## src/rtl/fft_pkg.sv

```systemverilog
// Shared types and constants for the FFT frame sequencer: frame geometry,
// AXIS word layout, sequencer states and the real-to-complex packing helper.
package fft_pkg;

    localparam int FRAME_LEN = 512;
    localparam int IDX_W     = $clog2(FRAME_LEN);
    localparam int N_CH      = 4;
    localparam int CH_W      = 16;
    localparam int CFG_W     = 16;
    localparam int DATA_W    = N_CH * 2 * CH_W;
    localparam int DROP_W    = 16;

    typedef enum logic [2:0] {
        ST_RST_WAIT,
        ST_CONFIG,
        ST_GATE,
        ST_HOLD,
        ST_STREAM
    } fft_seq_state_t;

    typedef logic [N_CH-1:0][CH_W-1:0] sample_vec_t;

    // Each channel becomes one complex lane: real part in the low half,
    // zero imaginary part in the high half.
    function automatic logic [DATA_W-1:0] pack_real(input sample_vec_t samples);
        logic [DATA_W-1:0] word;
        word = '0;
        for (int c = 0; c < N_CH; c++) begin
            word[c*2*CH_W +: CH_W] = samples[c];
        end
        return word;
    endfunction

endpackage

```

## src/rtl/fifo_2deep.sv

```systemverilog
// Two-entry register FIFO. mem0 is always the head. A push into a full FIFO
// is accepted when a pop happens in the same cycle; flush empties it.
module fifo_2deep #(
    parameter int W = 8
) (
    input  logic         clk,
    input  logic         rst,
    input  logic         flush,
    input  logic         push,
    input  logic         pop,
    input  logic [W-1:0] din,
    output logic [W-1:0] dout,
    output logic         full,
    output logic         empty
);

    logic [W-1:0] mem0;
    logic [W-1:0] mem1;
    logic [1:0]   count;
    logic         do_pop;
    logic         do_push;
    logic [1:0]   wr_pos;

    assign do_pop  = pop && (count != 2'd0);
    assign do_push = push && ((count != 2'd2) || do_pop);
    assign wr_pos  = count - {1'b0, do_pop};
    assign dout    = mem0;
    assign full    = (count == 2'd2);
    assign empty   = (count == 2'd0);

    // Storage and occupancy; a write after the shift lands in the freed slot.
    always_ff @(posedge clk) begin
        if (rst || flush) begin
            mem0  <= '0;
            mem1  <= '0;
            count <= 2'd0;
        end else begin
            if (do_pop) begin
                mem0 <= mem1;
            end
            if (do_push) begin
                if (wr_pos == 2'd0) begin
                    mem0 <= din;
                end else begin
                    mem1 <= din;
                end
            end
            count <= count + {1'b0, do_push} - {1'b0, do_pop};
        end
    end

endmodule

```

## src/rtl/fft_frame_sequencer.sv

```systemverilog
// Feeds the xfft core: packs 4 mic samples per AXIS beat, frames them with
// tlast, inserts config beats only between frames, throttles frames in flight
// against the FFT output drain and owns the core's active-low reset.
// Handshakes: a beat transfers on a clock edge where valid and ready are both
// high; valid never depends on ready and data is held while valid waits.
module fft_frame_sequencer
    import fft_pkg::*;
#(
    parameter logic [CFG_W-1:0] CFG_DEFAULT  = 16'h0001,
    parameter int               MAX_INFLIGHT = 2
) (
    input  logic                clk_in,
    input  logic                rst_in,
    input  sample_vec_t         sample_in,
    input  logic                sample_valid_in,
    input  logic [CFG_W-1:0]    cfg_word_in,
    input  logic                cfg_update_in,
    output logic                fft_aresetn_out,
    output logic [DATA_W-1:0]   s_data_tdata_out,
    output logic                s_data_tvalid_out,
    output logic                s_data_tlast_out,
    input  logic                s_data_tready_in,
    output logic [CFG_W-1:0]    s_cfg_tdata_out,
    output logic                s_cfg_tvalid_out,
    input  logic                s_cfg_tready_in,
    input  logic                m_done_in,
    output logic                frame_start_out,
    output logic [1:0]          inflight_out,
    output logic                overrun_out,
    output logic [DROP_W-1:0]   drop_count_out
);

    localparam logic [1:0]       MAX_IF   = 2'(MAX_INFLIGHT);
    localparam logic [IDX_W-1:0] LAST_IDX = IDX_W'(FRAME_LEN - 1);

    fft_seq_state_t     state;
    logic [1:0]         rst_cnt;
    logic               aresetn_q;
    logic [CFG_W-1:0]   pending_cfg;
    logic               cfg_pend;
    logic [CFG_W-1:0]   cfg_data_q;
    logic               cfg_valid_q;
    logic [IDX_W-1:0]   idx;
    logic [1:0]         inflight;
    logic               overrun_q;
    logic [DROP_W-1:0]  drop_cnt;

    logic               fifo_full;
    logic               fifo_empty;
    logic [DATA_W-1:0]  fifo_head;
    logic               accept_state;
    logic               push;
    logic               tvalid;
    logic               pop;
    logic               tlast;
    logic               frame_done;
    logic               frame_start;
    logic               overflow;
    logic               discard;
    logic               drain;
    logic               below_limit;
    logic               flush;

    assign accept_state = (state == ST_CONFIG) || (state == ST_STREAM);
    assign push         = sample_valid_in && accept_state;
    assign tvalid       = !fifo_empty && (state == ST_STREAM);
    assign pop          = tvalid && s_data_tready_in;
    assign tlast        = (idx == LAST_IDX);
    assign frame_done   = pop && tlast;
    assign frame_start  = pop && (idx == '0);
    // Full FIFO with no beat leaving: the new sample has nowhere to go.
    assign overflow     = push && fifo_full && !pop;
    // GATE and HOLD do not accept samples, so anything arriving there is lost.
    assign discard      = overflow ||
                          (sample_valid_in && ((state == ST_GATE) || (state == ST_HOLD)));
    assign drain        = m_done_in && (inflight != 2'd0);
    assign below_limit  = (inflight < MAX_IF);
    // Holding throws away stale samples so the next frame starts on fresh data.
    assign flush        = (state == ST_HOLD);

    fifo_2deep #(
        .W (DATA_W)
    ) u_fifo (
        .clk   (clk_in),
        .rst   (rst_in),
        .flush (flush),
        .push  (push),
        .pop   (pop),
        .din   (pack_real(sample_in)),
        .dout  (fifo_head),
        .full  (fifo_full),
        .empty (fifo_empty)
    );

    // Core reset: low during rst_in and for two more cycles after release.
    always_ff @(posedge clk_in) begin
        if (rst_in) begin
            rst_cnt   <= 2'd0;
            aresetn_q <= 1'b0;
        end else if (!aresetn_q) begin
            rst_cnt <= rst_cnt + 2'd1;
            if (rst_cnt == 2'd1) begin
                aresetn_q <= 1'b1;
            end
        end
    end

    // Sequencer FSM with the registered config channel; updates always win.
    always_ff @(posedge clk_in) begin
        if (rst_in) begin
            state       <= ST_RST_WAIT;
            pending_cfg <= CFG_DEFAULT;
            cfg_pend    <= 1'b1;
            cfg_data_q  <= '0;
            cfg_valid_q <= 1'b0;
        end else begin
            case (state)
                ST_RST_WAIT: begin
                    if (aresetn_q) begin
                        state <= ST_CONFIG;
                    end
                end
                ST_CONFIG: begin
                    if (!cfg_pend) begin
                        state <= ST_GATE;
                    end else if (!cfg_valid_q) begin
                        cfg_valid_q <= 1'b1;
                        cfg_data_q  <= pending_cfg;
                    end else if (s_cfg_tready_in) begin
                        cfg_valid_q <= 1'b0;
                        cfg_pend    <= 1'b0;
                        state       <= ST_GATE;
                    end
                end
                ST_GATE: begin
                    state <= below_limit ? ST_STREAM : ST_HOLD;
                end
                ST_HOLD: begin
                    if (below_limit) begin
                        state <= ST_STREAM;
                    end
                end
                ST_STREAM: begin
                    if (frame_done) begin
                        state <= cfg_pend ? ST_CONFIG : ST_GATE;
                    end
                end
                default: begin
                    state <= ST_RST_WAIT;
                end
            endcase
            if (cfg_update_in) begin
                pending_cfg <= cfg_word_in;
                cfg_pend    <= 1'b1;
            end
        end
    end

    // Beat index within the frame and frames pushed but not yet drained.
    always_ff @(posedge clk_in) begin
        if (rst_in) begin
            idx      <= '0;
            inflight <= 2'd0;
        end else begin
            if (pop) begin
                idx <= idx + 1'b1;
            end
            case ({frame_done, drain})
                2'b10:   inflight <= inflight + 2'd1;
                2'b01:   inflight <= inflight - 2'd1;
                default: inflight <= inflight;
            endcase
        end
    end

    // Overrun flag (sticky until a frame starts) and saturating drop counter.
    always_ff @(posedge clk_in) begin
        if (rst_in) begin
            overrun_q <= 1'b0;
            drop_cnt  <= '0;
        end else begin
            if (frame_start) begin
                overrun_q <= 1'b0;
            end
            if (overflow) begin
                overrun_q <= 1'b1;
            end
            if (discard && (drop_cnt != {DROP_W{1'b1}})) begin
                drop_cnt <= drop_cnt + 1'b1;
            end
        end
    end

    assign fft_aresetn_out   = aresetn_q;
    assign s_data_tdata_out  = fifo_head;
    assign s_data_tvalid_out = tvalid;
    assign s_data_tlast_out  = tlast;
    assign s_cfg_tdata_out   = cfg_data_q;
    assign s_cfg_tvalid_out  = cfg_valid_q;
    assign frame_start_out   = frame_start;
    assign inflight_out      = inflight;
    assign overrun_out       = overrun_q;
    assign drop_count_out    = drop_cnt;

endmodule

```

## config.mk

```make
export PLATFORM = sky130hd
export DESIGN_NAME = fft_frame_sequencer
export DESIGN_NICKNAME = d
export VERILOG_FILES = /design/src/rtl/fft_pkg.sv /design/src/rtl/fifo_2deep.sv /design/src/rtl/fft_frame_sequencer.sv
export SDC_FILE = /design/constraint.sdc
export NUM_CORES = 1
export LEC_CHECK = 0
export CORE_MARGIN = 4
export CORE_UTILIZATION = 30
export DETAILED_ROUTE_END_ITERATION = 6
export MAX_ROUTING_LAYER = met4
export RECOVER_POWER = 100
export SLEW_MARGIN = 15
export SYNTH_ARGS = -nofsm -noshare
export SYNTH_HDL_FRONTEND = slang
export SYNTH_SLANG_ARGS = --single-unit
```

## constraint.sdc

```tcl
create_clock -name clk_in -period 4.1 [get_ports clk_in]
set_input_delay 0.41 -clock clk_in [delete_from_list [all_inputs] [get_ports clk_in]]
set_output_delay 0.41 -clock clk_in [all_outputs]
set_load 0.01 [all_outputs]
```

### Word-level counts from Yosys, hierarchy flattened

Cells that the tools add are included.

| storage, ports and cells | value |
|---|---|
| input bits | 87 |
| output and inout bits | 168 |
| flip-flop bits (word level) | 262 |
| logic and storage cells | 93 |

| operators by class | value |
|---|---|
| equality and inequality tests | 16 |
| bitwise logic cells | 2 |
| add/subtract/negate cells | 8 |
| muxes and demuxes | 20 |
| $lt $le $gt $ge | 1 |
| reduce and logical (&&, ||, !) cells | 32 |

Operators by type and width:

| cell | number |
|---|---|
| $mux W128 | 3 |
| $mux W3 | 7 |
| $add A16 B1 Y16 const B | 1 |
| $ne A16 B16 Y1 const B | 1 |
| $pmux W3 S5 | 1 |
| $logic_and A1 B1 Y1 | 12 |
| $add A9 B1 Y9 const B | 1 |
| $eq A9 B9 Y1 const B | 1 |
| $logic_not A9 Y1 | 1 |
| $ne A2 B2 Y1 const B | 4 |
| $reduce_bool A2 Y1 | 4 |
| $mux W1 | 7 |
| $eq A3 B2 Y1 const B | 2 |
| $ne A3 B3 Y1 const B | 2 |
| $logic_or A1 B1 Y1 | 5 |
| $reduce_and A5 Y1 | 1 |
| $add A2 B1 Y2 const B | 2 |
| $eq A2 B1 Y1 const B | 2 |
| $eq A2 B2 Y1 const B | 2 |
| $logic_not A2 Y1 | 2 |
| $pmux W2 S2 | 1 |
| $reduce_and A2 Y1 | 2 |
| $sub A2 B1 Y2 | 2 |
| $eq A3 B1 Y1 const B | 1 |
| other kinds (10) | 12 |

### Longest topological paths before layout

Gate-level depths: netlist of run 1.

| depth | value |
|---|---|
| depth in word-level cells | 9 |
| mapped depth | 9 |
| gate-level depth less buffers | 9 |

### Hierarchy

A second synthesis of run 1 with hierarchy kept.

| unflattened totals | value |
|---|---|
| cells, all modules | 1641 |
| area total of the unflattened synthesis | 14627.8 um^2 |

By module, submodules not included:

| module | instances | sequential area each (um^2) | cells each | area each (um^2) |
|---|---|---|---|---|
| fifo_2deep | 1 | 5165.0 | 1303 | 11673.7 |
| fft_frame_sequencer | 1 | 1361.3 | 338 | 2954.1 |

### Worst setup path before layout of run 1

OpenSTA, ideal clock, no wires.

| timing path | value |
|---|---|
| path kind | reg-to-reg |
| start | register state[0] |
| end | register u_fifo.mem0[42], in the netlist u_fifo.dout[42] |
| clock period less this slack | 1899 ps |
| required time | 3978 ps |
| stages on the path, launching flop included | 10 |
| setup time | 122 ps |
| data arrival time | 1777 ps |
| buffers on the path | 4 |
| path slack | 2201 ps |
| cells stage by stage | dfxtp_1 -> buf_4 -> and4bb_1 -> buf_2 -> nand2b_1 -> or3b_1 -> buf_2 -> buf_2 -> o21ai_1 -> a21oi_1 |

| on the way | value |
|---|---|
| cells in the longest elaborated chain, start to end | 8 |
| elaborated cells between the ends (all ways) | 16 |
| classes of those cells | 1 x add/sub; 3 x eq/ne; 3 x mux; 9 x reduce/logical |

Ends and longest elaborated chain:

| element | RTL line | source |
|---|---|---|
| from (decl) | fft_frame_sequencer.sv:36 | `fft_seq_state_t state;` |
| from (signal assigned) | fft_frame_sequencer.sv:136 | `state <= below_limit ? ST_STREAM : ST_HOLD;` |
| from (signal assigned) | fft_frame_sequencer.sv:145 | `state <= cfg_pend ? ST_CONFIG : ST_GATE;` |
| $eq A3 B3 Y1 | fft_frame_sequencer.sv:64, fft_frame_sequencer.sv:66 |  |
| $logic_and A1 B1 Y1 | fft_frame_sequencer.sv:66 | `assign tvalid = !fifo_empty && (state == ST_STREAM);` |
| $logic_and A1 B1 Y1 | fft_frame_sequencer.sv:67 | `assign pop = tvalid && s_data_tready_in;` |
| $logic_and A1 B1 Y1 | fifo_2deep.sv:24 | `assign do_pop = pop && (count != 2'd0);` |
| $sub A2 B1 Y2 | fifo_2deep.sv:26 | `assign wr_pos = count - {1'b0, do_pop};` |
| $logic_not A2 Y1 | fifo_2deep.sv:42 | `if (wr_pos == 2'd0) begin` |
| $mux W128 | fifo_2deep.sv:42 |  |
| $mux W128 | fifo_2deep.sv:41 | `if (do_push) begin` |
| to (signal assigned) | fifo_2deep.sv:39 | `mem0 <= mem1;` |
| to (signal assigned) | fifo_2deep.sv:43 | `mem0 <= din;` |
| to (decl) | fifo_2deep.sv:17 | `logic [W-1:0] mem0;` |

Parallel ways exist; a longest one is shown, timed or not.
A chain may end at the register's enable or synchronous reset.

### Worst setup path in the final report of run 1

| timing path | value |
|---|---|
| start | register state[2] |
| end | register idx[7] |

| on the way | value |
|---|---|
| cells in the longest elaborated chain, start to end | 3 |

Ends and longest elaborated chain:

| element | RTL line | source |
|---|---|---|
| $eq A3 B3 Y1 | fft_frame_sequencer.sv:66 |  |
| $logic_and A1 B1 Y1 | fft_frame_sequencer.sv:66 |  |
| $logic_and A1 B1 Y1 | fft_frame_sequencer.sv:67 |  |
| to (signal assigned) | fft_frame_sequencer.sv:166 | `idx <= idx + 1'b1;` |
| to (decl) | fft_frame_sequencer.sv:43 | `logic [IDX_W-1:0] idx;` |

No other way between the ends.

==> out/metrics.csv, run 1 <==
metric,value,unit
fin_setup_tns,0,ps
netlist_top_cells_count,"262 x dfxtp_1, 174 x nand2_1, 158 x a21oi_1, 85 x mux2i_1, 64 x and2_1",
finalClockSkew,8.242,ps
synth-async-reset-ratio,0,%
worstMarginPinSlew,1626,ps
slew_headroom,-8.374,%
dr.pass1.iters,4,
synthToLayoutAreaGrowth,38.00,%
crit_type,register to register,
grt_pass1_vias,7638,
synth_cell_types,54,
synth-seq-cells,262,
failed_checks,"max-capacitance violations, max-slew violations",
cp-start-kind,register,
timing.fmax,0.3218,GHz
die_y,188.1,um
cts_resized,0,
initial_core_util,30.61,%
cts_root_buf,clkbuf_16,
wirelength,25810,um
syn_nets,1150,
met1Wirelength,11960,um
io_pins,255,
vdd_drop_max,0.0002781,V
clock_sinks,262,
drive_gt1_share,4.328,%
leakage,0.005168,uW
synthesis.area,0.009734,mm^2
vias,7856,
grt_pass1_wl,41280,um
clockBufferDepth,3,
place_congestion,0.7722,
viasPerCell,4.538,
final-instance-count-excl-fill,1731,
wl_per_cell,14.91,um
rsz0062_at_grt,no,
cts_tree,yes,
endpoint_kind,register,
drcViolationCount,0,
synthCells,1057,
clkLatencyLatePin,530,ps
netlist.area_leader.share,53.88,%
hold_class,input port to register,
syn_avg_cell_area,9.209,um^2
required,4560,ps
post_cts_buffers,0,
ys_seq_area_share,53.88,%
grt_util_all_layers,14.27,%
drt_iter0_markers,408,
top_layer_used,met4,
rows,65,
path_clk_slew,60,ps
portBuffers,254,
yosysTopAreaCell,dfxtp_1,
dp.cells,1679,
period_minus_slack,3108,ps
numCtsBuffers,28,
dr_wl_met2,11770,um
fin_crit_sh,75.80,%
cts_hold_buf,0,
synthTopCellsByArea,"dfxtp_1 54%, mux2i_1 8.7%, a21oi_1 8.1%",
synth_most_common_cell,dfxtp_1,
cp.arrival,3570,ps
power_density,534.5,mW/mm^2
final_area,0.01343,mm^2
grt_antenna_before_repair,2,
place_area,0.01260,mm^2
htreeDepth,1,
ant_nets,0,
core-area,0.03180,mm^2
overflow,0,
setup_viol,0,
slew_violations,67,
post-dp-hpwl,16730,um
die_area,0.03539,mm^2
synth-edff-count,0,
synth-warning-count,0,
nets,1367,
grt_max_degree,71,
wl_met3,1575,um
drv_cap,1,
hold_viol_final,0,
worst-path-max-fanout,41,
synthFlopType,dfxtp_1,
status,"complete, but fails checks",
die_w,188.1,um
==> cell type report <==
cell class / instances / area, um^2
fill: 3111 / 18370
sequential: 262 / 5245
multi-input combinational: 712 / 4086
timing repair buffer: 263 / 2634
clock buffer: 44 / 812.0
tap: 435 / 544.3
clock inverter: 6 / 80.08
inverter: 7 / 26.28
antenna: 2 / 5.005
==> critical path, cell delays in order (launching register included) <==
cell and delay [ps]:
dfxtp_1 530, and4bb_1 410, and2b_1 260, clkbuf_2 1050
nand2_1 250, or3_1 380, a21oi_1 130
==> placed cells by master, fill, tap and decap left out, drive strengths merged, types with 4 or more instances in the layout <==
master,n
o21ai,71
nand2,174
inv,7
dlygate4sd3,170
xnor2,6
mux2i,85
clkinv,4
ha,6
nand4,16
or3,7
dfxtp,262
xor2,15
nor3,6
and2,64
clkdlybuf4s50,83
a21oi,159
buf,6
nor2,54
clkbuf,48
nand2b,5
and3,8
nand3,5
==> sequential cells by signal, summed over array words and instances, names as in the netlist, 3 cells and up <==
| name | cells |
|---|---|
| u_fifo.dout | 128 |
| u_fifo.mem1 | 64 |
| drop_count_out | 16 |
| pending_cfg | 16 |
| s_cfg_tdata_out | 16 |
| idx | 9 |
| state | 3 |
==> metal layers <==
| layer | vias up | GRT usage, % |
|---|---|---|
| met3 | 34 | 3.444 |
| met4 | 0 | 3.303 |
| li1 | 4031 | - |
| met5 | - | - |
| met2 | 204 | 22.17 |
| met1 | 3587 | 18.93 |
==> stage by stage <==
stage,utilization (%),worst slack [ps],hold WS [ps],total power [uW]
detailed placement,39.62,909.1,440.9,4912
floorplan,-,2201,427.3,4062
CTS,42.42,1143,351.7,7420
finish,42.24,992.0,446.4,7181
global route,42.24,760.3,436.0,7575
global placement,39.62,913.4,434.2,4896
==> power by group <==
part	internal, uW	switching [uW]
Sequential	2880	213
Combinational	744	877
Clock	1470	995
Total	5100	2080
==> worst paths after layout <==
kind | from | to | slack, ps | cells after the start
max reg2reg | state[2]$_SDFFE_PP0P_ | idx[7]$_SDFFE_PP0N_ | 990 | 6
max | state[2]$_SDFFE_PP0P_ | idx[7]$_SDFFE_PP0N_ | 990 | 6
min | sample_in[51] | u_fifo.mem1[99]$_SDFFE_PP0P_ | 450 | 3
min reg2reg | pending_cfg[6]$_SDFFE_PP0P_ | s_cfg_tdata_out[6]$_SDFFE_PP0P_ | 450 | 2
==> cells by family (layout without fill, tap and decap cells) <==
| family | count (synthesis) | in the layout | synth area share, % |
|---|---|---|---|
| compound gates | 244 | 244 | 13.21 |
| xor+xnor | 21 | 21 | 1.889 |
| fa+ha+maj | 6 | 6 | 0.7712 |
| buf+inv | 83 | 320 | 3.920 |
| flops | 262 | 262 | 53.88 |
| mux | 85 | 85 | 8.740 |
| other cells | 0 | 2 | 0 |
| simple gates | 356 | 356 | 17.58 |
No activity file was read; power rests on OpenSTA's default activity.
==> run 2, diff against run 1 <==
==> constraint.sdc (replaced) <==
create_clock -name clk_in -period 2.7 [get_ports clk_in]
set_input_delay 0.27 -clock clk_in [delete_from_list [all_inputs] [get_ports clk_in]]
set_output_delay 0.27 -clock clk_in [all_outputs]
set_load 0.01 [all_outputs]
==> out/metrics.csv, run 2 (same netlist as run 1, synthesis figures left out) <==
metric,value,unit
status,"complete, but fails checks",
failed_checks,"max-capacitance violations, max-slew violations",
rows,65,
clockBufferDepth,3,
drt_iter0_markers,417,
cts_root_buf,clkbuf_16,
finalClockSkew,7.244,ps
clkLatencyLatePin,530,ps
wirelength,25710,um
final_common_cell,dfxtp_1,
initial_core_util,30.61,%
switching_share,29.07,%
die_w,188.1,um
min_to,u_fifo.mem1[38]$_SDFFE_PP0P_,
htreeDepth,1,
post_cts_buffers,0,
fin_crit_sh,91.76,%
path_clk_slew,60,ps
p_switching,3180,uW
hold_viol_final,0,
slew_headroom,-21.47,%
fillers,3109,
dr.pass1.iters,5,
core-area,0.03180,mm^2
timing.fmax,0.4036,GHz
endpoint_kind,output pin,
hold_class,input port to register,
synthToLayoutAreaGrowth,39.13,%
viasPerCell,4.534,
grt_pass1_vias,7226,
ant_nets,0,
cts_tree,yes,
clock_power_share,34.4,%
slew_violations,43,
combPwrFrac,22.8,%
r2r-end,drop_count_out[14]$_SDFFE_PP0P_,
p_int,7760,uW
drive_gt1_share,5.462,%
cp.arrival,2210,ps
leakage,0.005212,uW
seq_power_share,42.8,%
dp.cells,1685,
rsz0062_at_grt,no,
worst-path-max-fanout,4,
largest_reg_flops,128,
min_from,sample_in[22],
drv_cap,1,
rr_startpoint,u_fifo.count[1]$_SDFF_PP0_,
cts_hold_buf,0,
overflow,0,
cp-start-kind,register,
cp-startpoint,idx[0]$_SDFFE_PP0N_,
grt_antenna_before_repair,2,
vdd_drop_max,0.0003958,V
fin_setup_tns,0,ps
nets,1373,
die_area,0.03539,mm^2
wl_per_cell,14.80,um
worstMarginPinSlew,1822,ps
regToRegSetupSlack,360,ps
io_pins,255,
die_y,188.1,um
grt_util_all_layers,14.01,%
period_minus_slack,2477,ps
post-dp-hpwl,16410,um
place_congestion,0.7687,
grt_max_degree,129,
setup_viol,0,
fin_util,42.59,%
power_density,807.8,mW/mm^2
portBuffers,254,
drcViolationCount,0,
vias,7875,
holdPathStages,3,
grt_pass1_wl,40210,um
clock_sinks,262,
crit_type,register to output pin,
most-common-layout-cells,"260 x dfxtp_1, 174 x nand2_1, 167 x dlygate4sd3_1",
worstRegToRegCells,6,
required,2430,ps
final-instance-count-excl-fill,1737,
numCtsBuffers,28,
run 2: changes by cell type in the layout (fill, tap and decap cells not counted), moves of 2 or more:
cell,before,now
buf_12,3,5
clkbuf_8,3,7
dfxtp_2,0,2
clkdlybuf4s50_1,83,85
o21ai_1,26,1
and2_1,44,47
clkbuf_1,13,10
buf_4,3,5
dlygate4sd3_1,170,167
o21ai_0,45,70
and2_0,20,17
dfxtp_1,262,260
run 2: how the worst max path moves through the flow:
stage / slack [ps] / endpoint / cells after the start
2_1_floorplan: 800 / u_fifo.dout[42]$_SDFF_PP0_ / 9
3_3_place_gp: 220 / u_fifo.dout[78]$_SDFF_PP0_ / 7
3_5_place_dp: 180 / u_fifo.dout[79]$_SDFF_PP0_ / 7
4_1_cts: 40 / frame_start_out / 4
5_1_grt: 90 / u_fifo.dout[115]$_SDFF_PP0_ / 5
6_report: 220 / s_data_tlast_out / 5
run 2: power by group through the flow:
stage,clock [uW],sequential (uW),combinational (uW)
2_1_floorplan,0,4870,1300
3_3_place_gp,0,4770,2710
3_5_place_dp,0,4780,2730
4_1_cts,3900,4710,2740
5_1_grt,4050,4750,2750
6_report,3760,4690,2490
run 2: critical path: stages, from the launching register on:
cell and delay (ps):
dfxtp_1 400, ha_1 240, nand3_1 100, nor2_1 110
ha_1 180, dlygate4sd3_1 640
run 2: layer usage:
layer | up-vias | wire (um) | global-route usage [%]
li1 | 4031 | - | -
met1 | 3608 | 11340 | 18.13
met2 | 206 | 11800 | 21.15
met3 | 30 | 2139 | 4.803
met4 | 0 | 421 | 3.444
met5 | - | 0 | -
run 2: cell type report:
cell class	count	area [um^2]	share of cell area, %
sequential	262	5248	38.75
multi-input combinational	712	4114	30.38
timing repair buffer	269	2690	19.86
clock buffer	42	844.6	6.236
tap	435	544.3	4.019
clock inverter	8	71.32	0.5266
inverter	7	26.28	0.1940
antenna	2	5.005	0.03695
run 2: timing repair:
action / 4_1_cts / 5_1_grt
gates resized for setup: 4 / 1
hold endpoints to repair: 0 / 0
pin swaps: 0 / 0
setup endpoints to repair: 1 / 1
run 2: stage by stage:
stage,power (uW),hold slack [ps],worst slack (ps),instance area [um^2]
6_report,10940,299.8,222.6,13540
3_5_place_dp,7514,437.5,176.5,12680
3_3_place_gp,7482,434.2,219.2,12680
4_1_cts,11360,207.5,40.54,13600
2_1_floorplan,6168,392.4,801.2,9734
5_1_grt,11560,286.9,94.44,13540
